<file path="src/rtl/alu_issuer.sv">
// Credit-based ALU command issuer and in-order response collector.
// Optional result checker (err_out) enabled by defining ALU_ISSUER_CHECK_EN.
module alu_issuer #(
  parameter int WIDTH = 4,
  parameter int DEPTH = 4
) (
  input  logic             clk,
  input  logic             reset,
  input  logic             cmd_valid,
  output logic             cmd_ready,
  input  logic [WIDTH-1:0] cmd_a,
  input  logic [WIDTH-1:0] cmd_b,
  input  logic             cmd_op,
  output logic [WIDTH-1:0] alu_a_out,
  output logic [WIDTH-1:0] alu_b_out,
  output logic             alu_op_out,
  output logic             alu_valid_out,
  input  logic [WIDTH-1:0] alu_result_in,
  input  logic             alu_valid_in,
  output logic             rsp_valid,
  input  logic             rsp_ready,
  output logic [WIDTH-1:0] rsp_data,
`ifdef ALU_ISSUER_CHECK_EN
  output logic             err_out,
`endif
  output logic             busy
);

  localparam int AW = (DEPTH > 1) ? $clog2(DEPTH) : 1;
  localparam int CW = AW + 1;
  localparam logic [CW:0] DEPTH_C = (CW+1)'(DEPTH);

  logic [WIDTH-1:0] a_q, a_d;
  logic [WIDTH-1:0] b_q, b_d;
  logic             op_q, op_d;
  logic             vld_q, vld_d;
  logic [CW-1:0]    infl_q, infl_d;
  logic [CW-1:0]    cnt_q, cnt_d;
  logic [AW-1:0]    wp_q, wp_d;
  logic [AW-1:0]    rp_q, rp_d;
  logic [WIDTH-1:0] mem_q [DEPTH];
  logic [WIDTH-1:0] mem_d [DEPTH];

  logic accept;
  logic ret;
  logic pop;

  // Credits count both in-flight ALU ops and queued responses.
  assign cmd_ready = ({1'b0, cnt_q} + {1'b0, infl_q}) < DEPTH_C;
  assign accept    = cmd_valid & cmd_ready;
  assign ret       = alu_valid_in & (infl_q != '0);
  assign rsp_valid = cnt_q != '0;
  assign pop       = rsp_valid & rsp_ready;

  assign alu_a_out     = a_q;
  assign alu_b_out     = b_q;
  assign alu_op_out    = op_q;
  assign alu_valid_out = vld_q;
  assign rsp_data      = rsp_valid ? mem_q[rp_q] : '0;
  assign busy          = (infl_q != '0) | rsp_valid;

  always_comb begin
    a_d    = a_q;
    b_d    = b_q;
    op_d   = op_q;
    vld_d  = accept;
    infl_d = infl_q;
    cnt_d  = cnt_q;
    wp_d   = wp_q;
    rp_d   = rp_q;
    mem_d  = mem_q;
    if (accept) begin
      a_d  = cmd_a;
      b_d  = cmd_b;
      op_d = cmd_op;
    end
    unique case ({accept, ret})
      2'b10:   infl_d = infl_q + CW'(1);
      2'b01:   infl_d = infl_q - CW'(1);
      default: infl_d = infl_q;
    endcase
    if (ret) begin
      mem_d[wp_q] = alu_result_in;
      wp_d        = wp_q + AW'(1);
    end
    if (pop) begin
      rp_d = rp_q + AW'(1);
    end
    unique case ({ret, pop})
      2'b10:   cnt_d = cnt_q + CW'(1);
      2'b01:   cnt_d = cnt_q - CW'(1);
      default: cnt_d = cnt_q;
    endcase
  end

  always_ff @(posedge clk) begin
    if (reset) begin
      a_q    <= '0;
      b_q    <= '0;
      op_q   <= 1'b0;
      vld_q  <= 1'b0;
      infl_q <= '0;
      cnt_q  <= '0;
      wp_q   <= '0;
      rp_q   <= '0;
      for (int i = 0; i < DEPTH; i++) mem_q[i] <= '0;
    end else begin
      a_q    <= a_d;
      b_q    <= b_d;
      op_q   <= op_d;
      vld_q  <= vld_d;
      infl_q <= infl_d;
      cnt_q  <= cnt_d;
      wp_q   <= wp_d;
      rp_q   <= rp_d;
      mem_q  <= mem_d;
    end
  end

`ifdef ALU_ISSUER_CHECK_EN
  // Expected-result queue occupancy always equals infl_q.
  logic [WIDTH-1:0] exp_q [DEPTH];
  logic [WIDTH-1:0] exp_d [DEPTH];
  logic [AW-1:0]    ewp_q, ewp_d;
  logic [AW-1:0]    erp_q, erp_d;
  logic             err_q, err_d;
  logic             stray;
  logic             miss;

  assign stray   = alu_valid_in & (infl_q == '0);
  assign miss    = ret & (exp_q[erp_q] != alu_result_in);
  assign err_out = err_q;

  always_comb begin
    exp_d = exp_q;
    ewp_d = ewp_q;
    erp_d = erp_q;
    err_d = err_q | stray | miss;
    if (accept) begin
      exp_d[ewp_q] = cmd_op ? cmd_b : cmd_a;
      ewp_d        = ewp_q + AW'(1);
    end
    if (ret) begin
      erp_d = erp_q + AW'(1);
    end
  end

  always_ff @(posedge clk) begin
    if (reset) begin
      ewp_q <= '0;
      erp_q <= '0;
      err_q <= 1'b0;
      for (int i = 0; i < DEPTH; i++) exp_q[i] <= '0;
    end else begin
      ewp_q <= ewp_d;
      erp_q <= erp_d;
      err_q <= err_d;
      exp_q <= exp_d;
    end
  end
`endif

endmodule

</file>
<file path="config.mk">
export PLATFORM = sky130hd
export DESIGN_NAME = alu_issuer
export DESIGN_NICKNAME = d
export VERILOG_FILES = /design/src/rtl/alu_issuer.sv
export SDC_FILE = /design/constraint.sdc
export NUM_CORES = 1
export LEC_CHECK = 0
export CAP_MARGIN = 30
export CELL_PAD_IN_SITES_DETAIL_PLACEMENT = 1
export CELL_PAD_IN_SITES_GLOBAL_PLACEMENT = 1
export CORE_UTILIZATION = 41
export CTS_BUF_LIST = sky130_fd_sc_hd__clkbuf_2 sky130_fd_sc_hd__clkbuf_4 sky130_fd_sc_hd__clkbuf_8
export DETAILED_ROUTE_END_ITERATION = 10
export GPL_TIMING_DRIVEN = 0
export PLACE_DENSITY_LB_ADDON = 0.1
export SYNTH_ARGS = -nofsm -noshare
export SYNTH_HDL_FRONTEND = slang
export SYNTH_SLANG_ARGS = --single-unit
</file>
<file path="constraint.sdc">
create_clock -name clk -period 3.1 [get_ports clk]
set_clock_uncertainty 0.05 [all_clocks]
set_input_delay 0.62 -clock clk [delete_from_list [all_inputs] [get_ports clk]]
set_output_delay 0.62 -clock clk [all_outputs]
set_load 0.02 [all_outputs]
</file>
Word-level counts from Yosys, hierarchy flattened
Cells that the tools add are included.

Add/subtract/negate cells: 7. Magnitude comparators: 4. Eq/ne operators: 4. Mux-type cells: 9. Bitwise operators: 6. Reduce and logical (&&, ||, !) cells: 5.

Operator list (number): $bwmux W16 (1); $mux W4 (4); $pmux W3 S2 (2); $bmux W4 S2 (1); $demux W4 S2 (1); $add A3 B1 Y3 const B (2); $ge A3 B3 Y1 const B (2); $not A2 Y3 (2); $reduce_bool A3 Y1 (2); $sub A3 B1 Y3 const B (2); $add A2 B1 Y2 const B (2); $add A3 B3 Y4 (1); $eq A2 B1 Y1 const B (2); $eq A2 B2 Y1 const B (2); $lt A4 B3 Y1 const B (1); $reduce_bool A2 Y1 (2); $and A1 B1 Y1 (3); $lt A3 B1 Y1 const B (1); $logic_and A1 B1 Y1 (1); $or A1 B1 Y1 (1).

Register bits: 36. Input bits: 18. Output and inout bits: 17. Word-level logic and storage cells: 47.

Longest topological paths before layout
Gate-level depths: netlist of run 1.

Word-level depth: 6. Mapped depth: 11. Mapped depth without buffers: 10.

Worst setup path before layout of run 1
Ideal clock, no wire load.

Path type: reg-to-reg. From: register infl_q[2]. To: register infl_q[2]. Setup time: 70 ps. Arrival: 2584 ps. Required time: 2980 ps. Slack: 395 ps. Stages on the path, launching flop included: 12. Buffers on the path: 1. Clock period less this slack: 2705 ps. Path through: dfxtp_1 -> ha_1 -> nor3_1 -> and3_1 -> buf_2 -> inv_1 -> ha_1 -> inv_1 -> fa_1 -> xor2_1 -> or3_2 -> a21oi_1.

Longest elaborated chain between the ends: 5. Elaborated cells on any way between the ends: 11. Those cells by class: add/sub (3); order compare (1); eq/ne (2); mux (1); bitwise (2); reduce/logical (2).

RTL lines: from (decl) (RTL line 37) `logic [CW-1:0] infl_q, infl_d;`; from (signal assigned) (RTL line 112) `infl_q <= infl_d;`; $add A3 B3 Y4 (RTL line 49) `assign cmd_ready = ({1'b0, cnt_q} + {1'b0, infl_q}) < DEPTH_C;`; $lt A4 B3 Y1 (RTL line 49); $and A1 B1 Y1 (RTL line 50) `assign accept = cmd_valid & cmd_ready;`; $eq A2 B1 Y1 / $eq A2 B2 Y1 (equally long branches) (RTL line 77) `unique case ({accept, ret})`; $pmux W3 S2 / $reduce_bool A2 Y1 (equally long branches).

Parallel ways exist; a longest one is shown, timed or not. A chain may end at the register's enable or synchronous reset.

Worst setup path after layout of run 1
From: input alu_valid_in. To: register infl_q[2].

Longest elaborated chain between the ends: 3. Elaborated cells on any way between the ends: 5. Those cells by class: eq/ne (2); mux (1); bitwise (1); reduce/logical (1).

RTL lines: from (decl) (RTL line 19) `input logic alu_valid_in,`; $and A1 B1 Y1 * (RTL line 51) `assign ret = alu_valid_in & (infl_q != '0);`; via ret (RTL line 45) `logic ret;`; $eq A2 B1 Y1 / $eq A2 B2 Y1 (equally long branches) (RTL line 77); $pmux W3 S2 / $reduce_bool A2 Y1 (equally long branches).

Mark *: on every way through the listed nets, which the timed path passes. The rest lies on a longest branch.

==> results.rst, run 1 <==
.. list-table::
   :header-rows: 1

   * - Metric
     - Value
   * - Ratio of final minimum period to clock period
     - 0.932
   * - Crit Path Max Fanout
     - 5
   * - Worst min path class
     - reg2reg
   * - Max-slew headroom at the worst pin
     - 0.680
   * - GRT Total Usage
     - 0.201
   * - Global-route wire length before repair
     - around 6800 um
   * - Dominant combinational cell family by area after synthesis
     - multiplexers
   * - Area share of xor/xnor cells in the synthesized design
     - 0.0287
   * - Pleak
     - 1.01 nW
   * - Count of unique library cells instantiated by Yosys
     - 29
   * - H-tree levels
     - 2
   * - Dominant cells by area after synthesis
     - dfxtp_1 (39%), mux2i_1 (14%), nand2b_1 (6.1%)
   * - Part of the total power dissipated in sequential elements
     - 0.335
   * - Length of the first detailed-routing pass in iterations
     - 3
   * - Compound-cell area share of the yosys netlist
     - 0.0949
   * - Remaining routing DRC violations
     - 0
   * - Critical Path Sink Type
     - register
   * - Multiplexer area fraction after synthesis
     - 0.191
   * - Most common cell in the synthesized netlist
     - dfxtp_1
   * - Max capacitance violation total
     - 0
   * - Wire per inst
     - 15.5 um
   * - Share of total power consumed by net switching
     - 0.360
   * - Category of the worst setup path launch point
     - input pin
   * - Net total in the final layout
     - around 240
   * - Top flip-flop cell by instance count after synthesis
     - dfxtp_1
   * - Cell at the root of the clock tree
     - clkbuf_8
   * - Clock-pin slew of the registers on the worst-case setup and hold paths
     - 0.07 ns
   * - Post-Syn Area per Cell
     - 10.5 um^2
   * - Final Hold Fails
     - 0
   * - Maximum vdd drop
     - 0.000466 V
   * - Height of the die
     - 68.8 um
   * - Clock tree from TritonCTS
     - yes
   * - Sequential cell area fraction in the yosys report
     - 0.393
   * - Pin count of the biggest net entering global routing
     - 12
   * - Highest clock rate
     - about 0.35 GHz
   * - Area of the core
     - 0.00414 mm^2
   * - Number of placed I/O pins
     - 35
   * - Total wirelength of the detailed-routed design
     - 4130 um
   * - Max-slew violation total from the final report
     - 0
   * - N_diodes
     - 0
   * - Switching power total
     - around 0.68 mW
   * - Die Outline Area
     - 0.00474 mm^2
   * - Required time reported for the critical path endpoint
     - 3.26 ns
   * - Worst setup slack after placement
     - -0.0800 ns
   * - Drt via density
     - 5.11
   * - Site Rows
     - 23
   * - Synth cell count leaders
     - dfxtp_1 (36), mux2i_1 (26), nor2_1 (26), nand2b_1 (18), inv_1 (12)
   * - Remaining global-route overflow
     - 0
   * - Count of input and output buffers
     - 33
   * - Number of warnings reported in the yosys synthesis log
     - 0
   * - Number of synthesized register bits
     - 36
   * - EDFF count, synth
     - 0
   * - Vias
     - 1358
   * - Starting DRT DRC Count
     - 26
   * - Number of fillers in the final layout
     - 463
   * - RSZ-0062 raised after global routing
     - false
   * - Minimum period implied by the final worst setup slack
     - 2.89 ns
   * - Setup slack of the critical path after layout
     - 0.212 ns
   * - Area growth, synth to finish
     - 28.4%
   * - Biggest area consumer among synthesized cells
     - dfxtp_1
   * - Initial antenna violation count
     - 0
   * - Run status
     - complete, no violations
   * - CTS buffer count
     - 5
   * - Vias in the first global route
     - 1476
   * - Category of the critical setup timing path
     - in2reg
   * - Number of routed nets with antenna violations
     - 0
   * - Combinational share of power
     - 0.427
   * - Clock power frac
     - 0.238
   * - Total negative slack
     - 0 ns
   * - Final weighted congestion in routability-driven placement
     - 0.671
   * - Number of instances in the synthesized netlist
     - 175
   * - Synth Area in Adders
     - 0.0765
   * - Number of clock sinks
     - 36
   * - Synthesized Nets
     - between 200 and 250
   * - Clock latency of the later-clocked register in the worst-skew pair
     - 0.28 ns
   * - X dimension of the die
     - 68.8 um
   * - Worst-case clock buffer depth
     - 2
   * - Mapped Area
     - roughly 0.0018 mm^2
   * - Core utilization of the finished layout
     - 0.568
   * - Worst hold slack after final layout
     - between 0.4 and 0.5 ns
   * - Setup-violating endpoint count in the final report
     - 0
   * - Starting Density
     - 0.442
   * - Fraction of final layout cells with drive strength greater than 1
     - 0.120
   * - Area share of the largest cell type after synthesis
     - 0.393
   * - Async set-reset flop share out of synthesis
     - 0
   * - Cell-internal power
     - approximately 1.2 mW
   * - Worst-margin pin slew
     - 0.479 ns
   * - Signal arrival time at the worst endpoint
     - 3.04 ns
   * - HPWL after detailed placement
     - around 3100 um
   * - Post-Synth Simple-Gate Area
     - 0.167
   * - Power density cells
     - 806 mW/mm^2
cell usage in the layout (no fill, tap or decap):
cell and count:
ha_1 8, and3_1 1, or4_1 1, nor3_4 1, nand2b_1 18, clkbuf_1 3, buf_2 4, a21oi_1 5
or3_2 1, dfxtp_2 1, nand2_1 1, o21ai_0 3, o311ai_4 4, o31ai_1 1, clkdlybuf4s50_1 33, xnor2_1 1
fa_1 2, and2_1 1, buf_4 1, dfxtp_1 35, nand3_1 1, bufinv_16 1, o31ai_4 1, xor2_1 5
nor2b_1 4, or3_1 2, nor2_1 26, nor3_1 1, mux2i_1 26, clkbuf_8 7, clkbuf_2 1, inv_1 12
mux4_2 4
area by class of cell:
type / count / area, um^2 / share of cell area
Tap cell: 50 / 62.6 / 0.0266
Buffer: 9 / 43.8 / 0.0186
Timing Repair Buffer: 33 / 330 / 0.140
Clock buffer: 7 / 96.3 / 0.0410
Inverter: 12 / 45.0 / 0.0191
Sequential cell: 36 / 722 / 0.307
Clock inverter: 1 / 30.0 / 0.0128
Multi-Input combinational cell: 118 / 1020 / 0.435
worst max-delay path, cell delays in order:
cell,delay (ns)
clkdlybuf4s50_1,0.77
o31ai_4,0.19
inv_1,0.11
ha_1,0.19
inv_1,0.06
fa_1,0.37
xor2_1,0.17
or3_2,0.41
a21oi_1,0.16
metrics by stage:
stage	cell area, um^2	std cells	total power [mW]
floorplan	1830	175	1.18
global placement	2220	258	1.42
detailed placement	2220	258	1.46
CTS	2350	266	1.92
global route	2350	266	2.03
finish	2350	266	1.90
cell families after synthesis:
logic type / after synthesis
and+or+nand+nor: 58
DFF: 36
muxes: 30
buffers and inverters: 21
AOI/OAI and AO/OA: 14
adders and majority gates: 10
xor gates and xnor gates: 6
sequential cells by signal (all words and copies together), names as in the netlist, 2 cells and up:
signal,cells
mem_q,16
alu_a_out,4
alu_b_out,4
cnt_q,3
infl_q,3
rp_q,2
wp_q,2
what timing repair did:
item                                    CTS  global route
hold buffers                              0             0
endpoints found under the setup margin    0             1
setup buffers                             0             0
resized for setup                         0             1
path summary, 6_finish.rpt:
path / from / cells past startpoint / slack, ns / end
max: alu_valid_in / 9 / 0.21 / infl_q[2]
max reg2reg: infl_q[2] / 11 / 0.29 / infl_q[2]
min reg2reg: alu_a_out[2] / 2 / 0.43 / alu_a_out[2]
min: alu_a_out[2] / 2 / 0.43 / alu_a_out[2]
power by group through the flow:
| stage | Combinational [mW] | Clock [mW] | Sequential (mW) |
|---|---|---|---|
| 3_3_place_gp | 0.782 | 0 | 0.637 |
| 5_1_grt | 0.898 | 0.484 | 0.647 |
| 2_1_floorplan | 0.526 | 0 | 0.658 |
| 6_report | 0.810 | 0.451 | 0.635 |
| 3_5_place_dp | 0.819 | 0 | 0.644 |
| 4_1_cts | 0.825 | 0.465 | 0.634 |
metal layers:
layer  track usage  wire length [um]  vias up
li1              -                 -      670
met1         0.235              1810      659
met2         0.356              2140       24
met3        0.0477               119        5
met4        0.0689                55        0
met5             0                 0        -
No activity file was read; power rests on OpenSTA's default activity.
==> run 2: changes to the inputs <==
--- a/config.mk
+++ b/config.mk
@@ -7,2 +7,3 @@
 export LEC_CHECK = 0
+export ABC_AREA = 1
 export CAP_MARGIN = 30
@@ -10,3 +11,3 @@
 export CELL_PAD_IN_SITES_GLOBAL_PLACEMENT = 1
-export CORE_UTILIZATION = 41
+export CORE_UTILIZATION = 37
 export CTS_BUF_LIST = sky130_fd_sc_hd__clkbuf_2 sky130_fd_sc_hd__clkbuf_4 sky130_fd_sc_hd__clkbuf_8
==> constraint.sdc (replaced) <==
create_clock -name clk -period 3.1 [get_ports clk]
set_clock_uncertainty 0.05 [all_clocks]
set_input_delay 0.775 -clock clk [delete_from_list [all_inputs] [get_ports clk]]
set_output_delay 0.775 -clock clk [all_outputs]
set_load 0.02 [all_outputs]
==> run 2 against run 1 <==
Effect of this change:
- count of clock-buffer cells in the layout shrank 1
- largest power group unchanged
- critical endpoint is now rsp_data[2]
- synthesized area down 2.0%
- highest routed layer unchanged
- combinational power up 30%
==> results.rst, run 2 <==
.. list-table::
   :header-rows: 1

   * - Metric
     - Value
   * - Top flip-flop cell by instance count after synthesis
     - dfxtp_1
   * - Drt via density
     - 4.71
   * - Worst flop-to-flop path endpoint
     - infl_q[2]
   * - Total wirelength of the detailed-routed design
     - between 4000 and 5000 um
   * - Power density cells
     - 902 mW/mm^2
   * - Max-slew violation total from the final report
     - 0
   * - Number of instances in the synthesized netlist
     - 269
   * - Min-Delay Path Depth
     - 1
   * - Max capacitance violation total
     - 0
   * - Highest clock rate
     - between 0.3 and 0.4 GHz
   * - Post-CTS setup buffer count
     - 0
   * - Final weighted congestion in routability-driven placement
     - approximately 0.77
   * - R2r worst-path depth
     - 12
   * - Number of clock sinks
     - 36
   * - Vias in the first global route
     - 1810
   * - Launching element of the worst setup path
     - rp_q[1]
   * - Area share of the largest cell type after synthesis
     - 0.401
   * - Dominant cells by area after synthesis
     - dfxtp_1 (40%), nand2_1 (13%), nor2_1 (13%)
   * - Flip-flop count of the largest register after layout
     - 16
   * - Vias
     - 1709
   * - Height of the die
     - 71.7 um
   * - Count of input and output buffers
     - 34
   * - Number of synthesized register bits
     - 36
   * - CTS buffer count
     - 5
   * - X dimension of the die
     - roughly 70 um
   * - Final Hold Fails
     - 0
   * - Signal arrival time at the worst endpoint
     - between 1.5 and 2 ns
   * - Most common cell in the synthesized netlist
     - nand2_1
   * - Pin count of the biggest net entering global routing
     - 12
   * - GRT Total Usage
     - 0.195
   * - Number of routed nets with antenna violations
     - 0
   * - Worst min path class
     - reg2reg
   * - Site Rows
     - 24
   * - Hold bufs inserted after CTS
     - 0
   * - RSZ-0062 raised after global routing
     - false
   * - Critical Path Sink Type
     - primary output
   * - Clock-pin slew of the registers on the worst-case setup and hold paths
     - 0.07 ns
   * - Synthesized Nets
     - 297
   * - Max-slew headroom at the worst pin
     - 0.782
   * - Leading cell type in the layout, fill and taps excluded
     - nand2_1
   * - Initial antenna violation count
     - 0
   * - Remaining routing DRC violations
     - 0
   * - Hold Path End
     - cnt_q[0]
   * - Highest-count cells in the layout ignoring fill and taps
     - nand2_1 (62), nor2_1 (60), inv_1 (45)
   * - Run status
     - complete, no violations
   * - Maximum vdd drop
     - approximately 0.00065 V
   * - CTS resizes
     - 0
   * - Cell at the root of the clock tree
     - clkbuf_8
   * - N_diodes
     - 0
   * - Sequential cell area fraction in the yosys report
     - 0.401
   * - Total negative slack
     - 0 ns
   * - Ratio of final minimum period to clock period
     - 0.898
   * - Area of the core
     - 0.00450 mm^2
   * - Worst reg2reg path startpoint
     - infl_q[1]
   * - Starting DRT DRC Count
     - just over 40
   * - Async set-reset flop share out of synthesis
     - 0
   * - Mapped Area
     - 0.00180 mm^2
   * - Pleak
     - 1.12 nW
   * - H-tree levels
     - 2
   * - Global-route wire length before repair
     - 7760 um
   * - Category of the worst setup path launch point
     - register
   * - Number of placed I/O pins
     - 35
   * - Number of fillers in the final layout
     - 608
   * - Worst-case clock buffer depth
     - 2
   * - Required time reported for the critical path endpoint
     - 2.27 ns
   * - Setup-violating endpoint count in the final report
     - 0
   * - Area growth, synth to finish
     - 27.7%
   * - Minimum period implied by the final worst setup slack
     - around 2.8 ns
   * - EDFF count, synth
     - 0
   * - Worst hold start
     - cnt_q[0]
   * - Clock tree from TritonCTS
     - yes
   * - Remaining global-route overflow
     - 0
   * - Power Total
     - approximately 2.1 mW
   * - Post-Syn Area per Cell
     - 6.67 um^2
   * - Number of warnings reported in the yosys synthesis log
     - 0
   * - Wire per inst
     - 12.2 um
   * - Fraction of final layout cells with drive strength greater than 1
     - 0.0579
   * - Net total in the final layout
     - 338
   * - Worst-margin pin slew
     - 0.326 ns
   * - Crit Path Max Fanout
     - 7
   * - Worst reg-to-reg setup slack
     - 0.74 ns
   * - Starting Density
     - 0.399
   * - Synth cell count leaders
     - nand2_1 (62), nor2_1 (60), inv_1 (45), dfxtp_1 (36), a21oi_1 (17)
   * - Biggest area consumer among synthesized cells
     - dfxtp_1
   * - Reg with most FFs
     - mem_q
   * - Category of the critical setup timing path
     - reg2out
   * - HPWL after detailed placement
     - 3410 um
   * - Length of the first detailed-routing pass in iterations
     - 4
   * - Worst hold slack after final layout
     - 0.451 ns
   * - Die Outline Area
     - 0.00514 mm^2
   * - Clock latency of the later-clocked register in the worst-skew pair
     - approximately 0.28 ns
   * - Count of unique library cells instantiated by Yosys
     - 16
run 2: cell types whose count changed in the layout (fill, tap and decap cells not counted), sizes merged, moves of 4 or more:
cell	previous run	this run
nand2	1	62
nor2	26	60
inv	12	45
mux2i	26	0
nand2b	18	0
a21oi	5	17
o21ai	3	15
nand3	1	10
clkbuf	11	6
xor2	5	0
mux4	4	0
nor2b	4	0
o311ai	4	0
run 2: cell type report:
cell class,instances,area [um^2],area share
Inverter,46,173,0.0753
Buffer,6,37.5,0.0164
Clock buffer,6,82.6,0.0360
Multi-Input combinational cell,181,865,0.377
Tap cell,52,65.1,0.0284
Sequential cell,36,721,0.314
Timing Repair Buffer,34,340,0.148
Clock inverter,2,10.0,0.00436
run 2: worst max-delay path: stages, from the launching register on:
cell	delay, ns
dfxtp_1	0.48
inv_1	0.18
a21oi_1	0.13
o21ai_0	0.11
a21oi_1	0.15
clkdlybuf4s50_1	0.62
run 2: power by group:
part	total, mW	internal [mW]	switching, mW
Clock	0.349	0.177	0.172
Combinational	1.05	0.422	0.631
Sequential	0.666	0.590	0.0762
run 2: kinds of logic after synthesis:
kind of cell	share of synthesized area
buf+inv	0.117
fa+ha+maj	0.0781
compound gates	0.0892
flops	0.401
simple gates	0.314
run 2: worst max-delay path by stage:
stage / to / slack [ns] / depth (start not counted)
finish: rsp_data[2] / 0.32 / 5
global placement: infl_q[2] / 0.24 / 11
global route: rsp_data[0] / 0.15 / 5
CTS: rsp_data[2] / 0.28 / 5
floorplan: infl_q[2] / 0.85 / 10
detailed placement: infl_q[2] / 0.21 / 11
run 2: stage by stage:
step                setup WS, ns  instance area [um^2]  std cells  utilization
global route               0.151                  2290        363        0.509
global placement           0.237                  2200        355        0.489
floorplan                  0.850                  1800        269            -
detailed placement         0.212                  2200        355        0.489
finish                     0.315                  2290        363        0.509
CTS                        0.276                  2290        363        0.509
run 2: routing by layer:
layer,track usage,part of all wire,up-vias
met1,0.214,0.45,788
met2,0.368,0.51,25
li1,-,-,892
met4,0.0719,0.010,0
met5,0,0,-
met3,0.0380,0.035,4
==> run 3: changes to the inputs <==
Clock period 3.1 ns to 2.7 ns, I/O delays scaled along.
==> run 3 against run 2 <==
Effect of this change:
- highest routed layer unchanged
- non-clock buffer count unchanged
- setup slack worse by 0.20 ns
- hold slack about the same
- largest cell class unchanged
- critical path depth unchanged
- cell count unchanged
- register-to-register slack worse by 0.40 ns
==> results.rst, run 3 (synthesis results as in run 2) <==
.. list-table::
   :header-rows: 1

   * - Metric
     - Value
   * - Cell repeated most along the worst path
     - a21oi_1
   * - Power Total
     - 2.38 mW
   * - Critical Path Sink Type
     - primary output
   * - Worst min path class
     - reg2reg
   * - CP delay by family, top
     - buffers and inverters
   * - Vias in the first global route
     - 1814
   * - Final Hold Fails
     - 0
   * - Max capacitance violation total
     - 0
   * - Pin count of the biggest net entering global routing
     - 12
   * - N_diodes
     - 0
   * - Minimum period implied by the final worst setup slack
     - approximately 2.6 ns
   * - Cells along the critical path
     - clkinvlp_4, a21oi_1, o21ai_0, a21oi_1, clkdlybuf4s50_1
   * - Crit path buffers/inverters
     - 2
   * - Remaining routing DRC violations
     - 0
   * - Total wirelength of the detailed-routed design
     - 4430 um
   * - Min-Delay Path Depth
     - 1
   * - Count of input and output buffers
     - 34
   * - RSZ-0062 raised after global routing
     - false
   * - Maximum vdd drop
     - around 0.00075 V
   * - Flip-flop count of the largest register after layout
     - 16
   * - Category of the worst setup path launch point
     - register
   * - Number of logic stages on the critical path including buffering
     - 5
   * - H-tree levels
     - 2
   * - Worst-case clock buffer depth
     - 2
   * - Worst reg-to-reg setup slack
     - ~0.34 ns
   * - Clock-pin slew of the registers on the worst-case setup and hold paths
     - 0.07 ns
   * - Number of clock sinks
     - 36
   * - Core utilization of the finished layout
     - 0.511
   * - Clock latency of the later-clocked register in the worst-skew pair
     - slightly below 0.3 ns
   * - Highest-count cells in the layout ignoring fill and taps
     - nand2_1 (62), nor2_1 (60), inv_1 (45)
   * - Largest incremental delay on the critical path
     - between 0.6 and 0.7 ns
   * - Slowest stage cell, crit path
     - clkdlybuf4s50_1
   * - Site Rows
     - 24
   * - CTS buffer count
     - 5
   * - Clock tree from TritonCTS
     - yes
   * - Category of the critical setup timing path
     - reg2out
   * - Net total in the final layout
     - roughly 340
   * - Vias
     - roughly 1700
   * - Die Outline Area
     - about 0.005 mm^2
   * - Cell at the root of the clock tree
     - clkbuf_8
   * - X dimension of the die
     - between 70 and 80 um
   * - Starting Density
     - 0.399
   * - Crit Path Max Fanout
     - 10
   * - GRT Total Usage
     - 0.194
   * - Max-slew headroom at the worst pin
     - 0.782
   * - Total negative slack
     - 0 ns
   * - Setup-violating endpoint count in the final report
     - 0
   * - Power density cells
     - 1030 mW/mm^2
   * - Drt via density
     - around 4.7
   * - Worst hold slack after final layout
     - around 0.45 ns
   * - Signal arrival time at the worst endpoint
     - 1.86 ns
   * - R2r worst-path depth
     - 12
   * - Pleak
     - 1.15 nW
   * - Wire per inst
     - between 10 and 15 um
   * - Dpl cells
     - 355
   * - Starting DRT DRC Count
     - between 40 and 50
   * - Number of routed nets with antenna violations
     - 0
   * - Number of placed I/O pins
     - 35
   * - Highest clock rate
     - 0.387 GHz
   * - Final weighted congestion in routability-driven placement
     - about 0.77
   * - Number of cells in the finished layout apart from fillers
     - 363
   * - Fraction of final layout cells with drive strength greater than 1
     - 0.0643
   * - HPWL after detailed placement
     - between 3000 and 4000 um
   * - Area growth, synth to finish
     - 28.3%
   * - Initial antenna violation count
     - 0
   * - Reg with most FFs
     - mem_q
   * - Area of the core
     - ~0.0045 mm^2
   * - Required time reported for the critical path endpoint
     - 1.98 ns
   * - Worst-margin pin slew
     - ~0.33 ns
   * - Ratio of final minimum period to clock period
     - 0.957
   * - Global-route wire length before repair
     - slightly below 8000 um
   * - Leading cell type in the layout, fill and taps excluded
     - nand2_1
   * - Run status
     - complete, no violations
   * - Length of the first detailed-routing pass in iterations
     - 3
   * - Max-slew violation total from the final report
     - 0
   * - Remaining global-route overflow
     - 0
   * - Height of the die
     - 71.7 um
[run 3: final cells by class]
type                            count  area, um^2
Fill cell                         606        2200
Buffer                              6        37.5
Timing Repair Buffer               34         345
Sequential cell                    36         722
Multi-Input combinational cell    181         865
Clock buffer                        6        82.6
Clock inverter                      2        10.0
Inverter                           46         176
Tap cell                           52        65.1
[run 3: metrics by stage]
stage	area, um^2	setup slack [ns]
floorplan	1800	0.550
global placement	2200	-0.0628
detailed placement	2200	-0.0878
CTS	2290	0.0278
global route	2300	0.0220
finish	2300	0.117
[run 3: final timing paths]
kind / end / start
hold / removal: cnt_q[0] / cnt_q[0]
hold reg to reg: cnt_q[0] / cnt_q[0]
setup / recovery: rsp_data[1] / rp_q[0]
setup reg to reg: infl_q[2] / infl_q[1]
[run 3: metal layers]
metal,GRT usage,vias to the layer above,part of all wire
met3,0.0380,5,0.036
met1,0.211,788,0.44
met2,0.369,25,0.51
met4,0.0719,0,0.011
met5,0,-,0
li1,-,892,-
[run 3: timing repair]
| action | CTS | global route |
|---|---|---|
| setup buffers | 0 | 0 |
| pin swaps | 0 | 0 |
| endpoints found under the setup margin | 2 | 4 |
| hold buffers | 0 | 0 |
| resized for setup | 1 | 3 |
| cloned | 0 | 0 |
[run 3: power breakdown]
part / switching (mW) / internal, mW / leakage, nW / total [mW]
Combinational: 0.724 / 0.483 / 0.808 / 1.21
Clock: 0.197 / 0.204 / 0.0510 / 0.401
Sequential: 0.0897 / 0.678 / 0.296 / 0.767
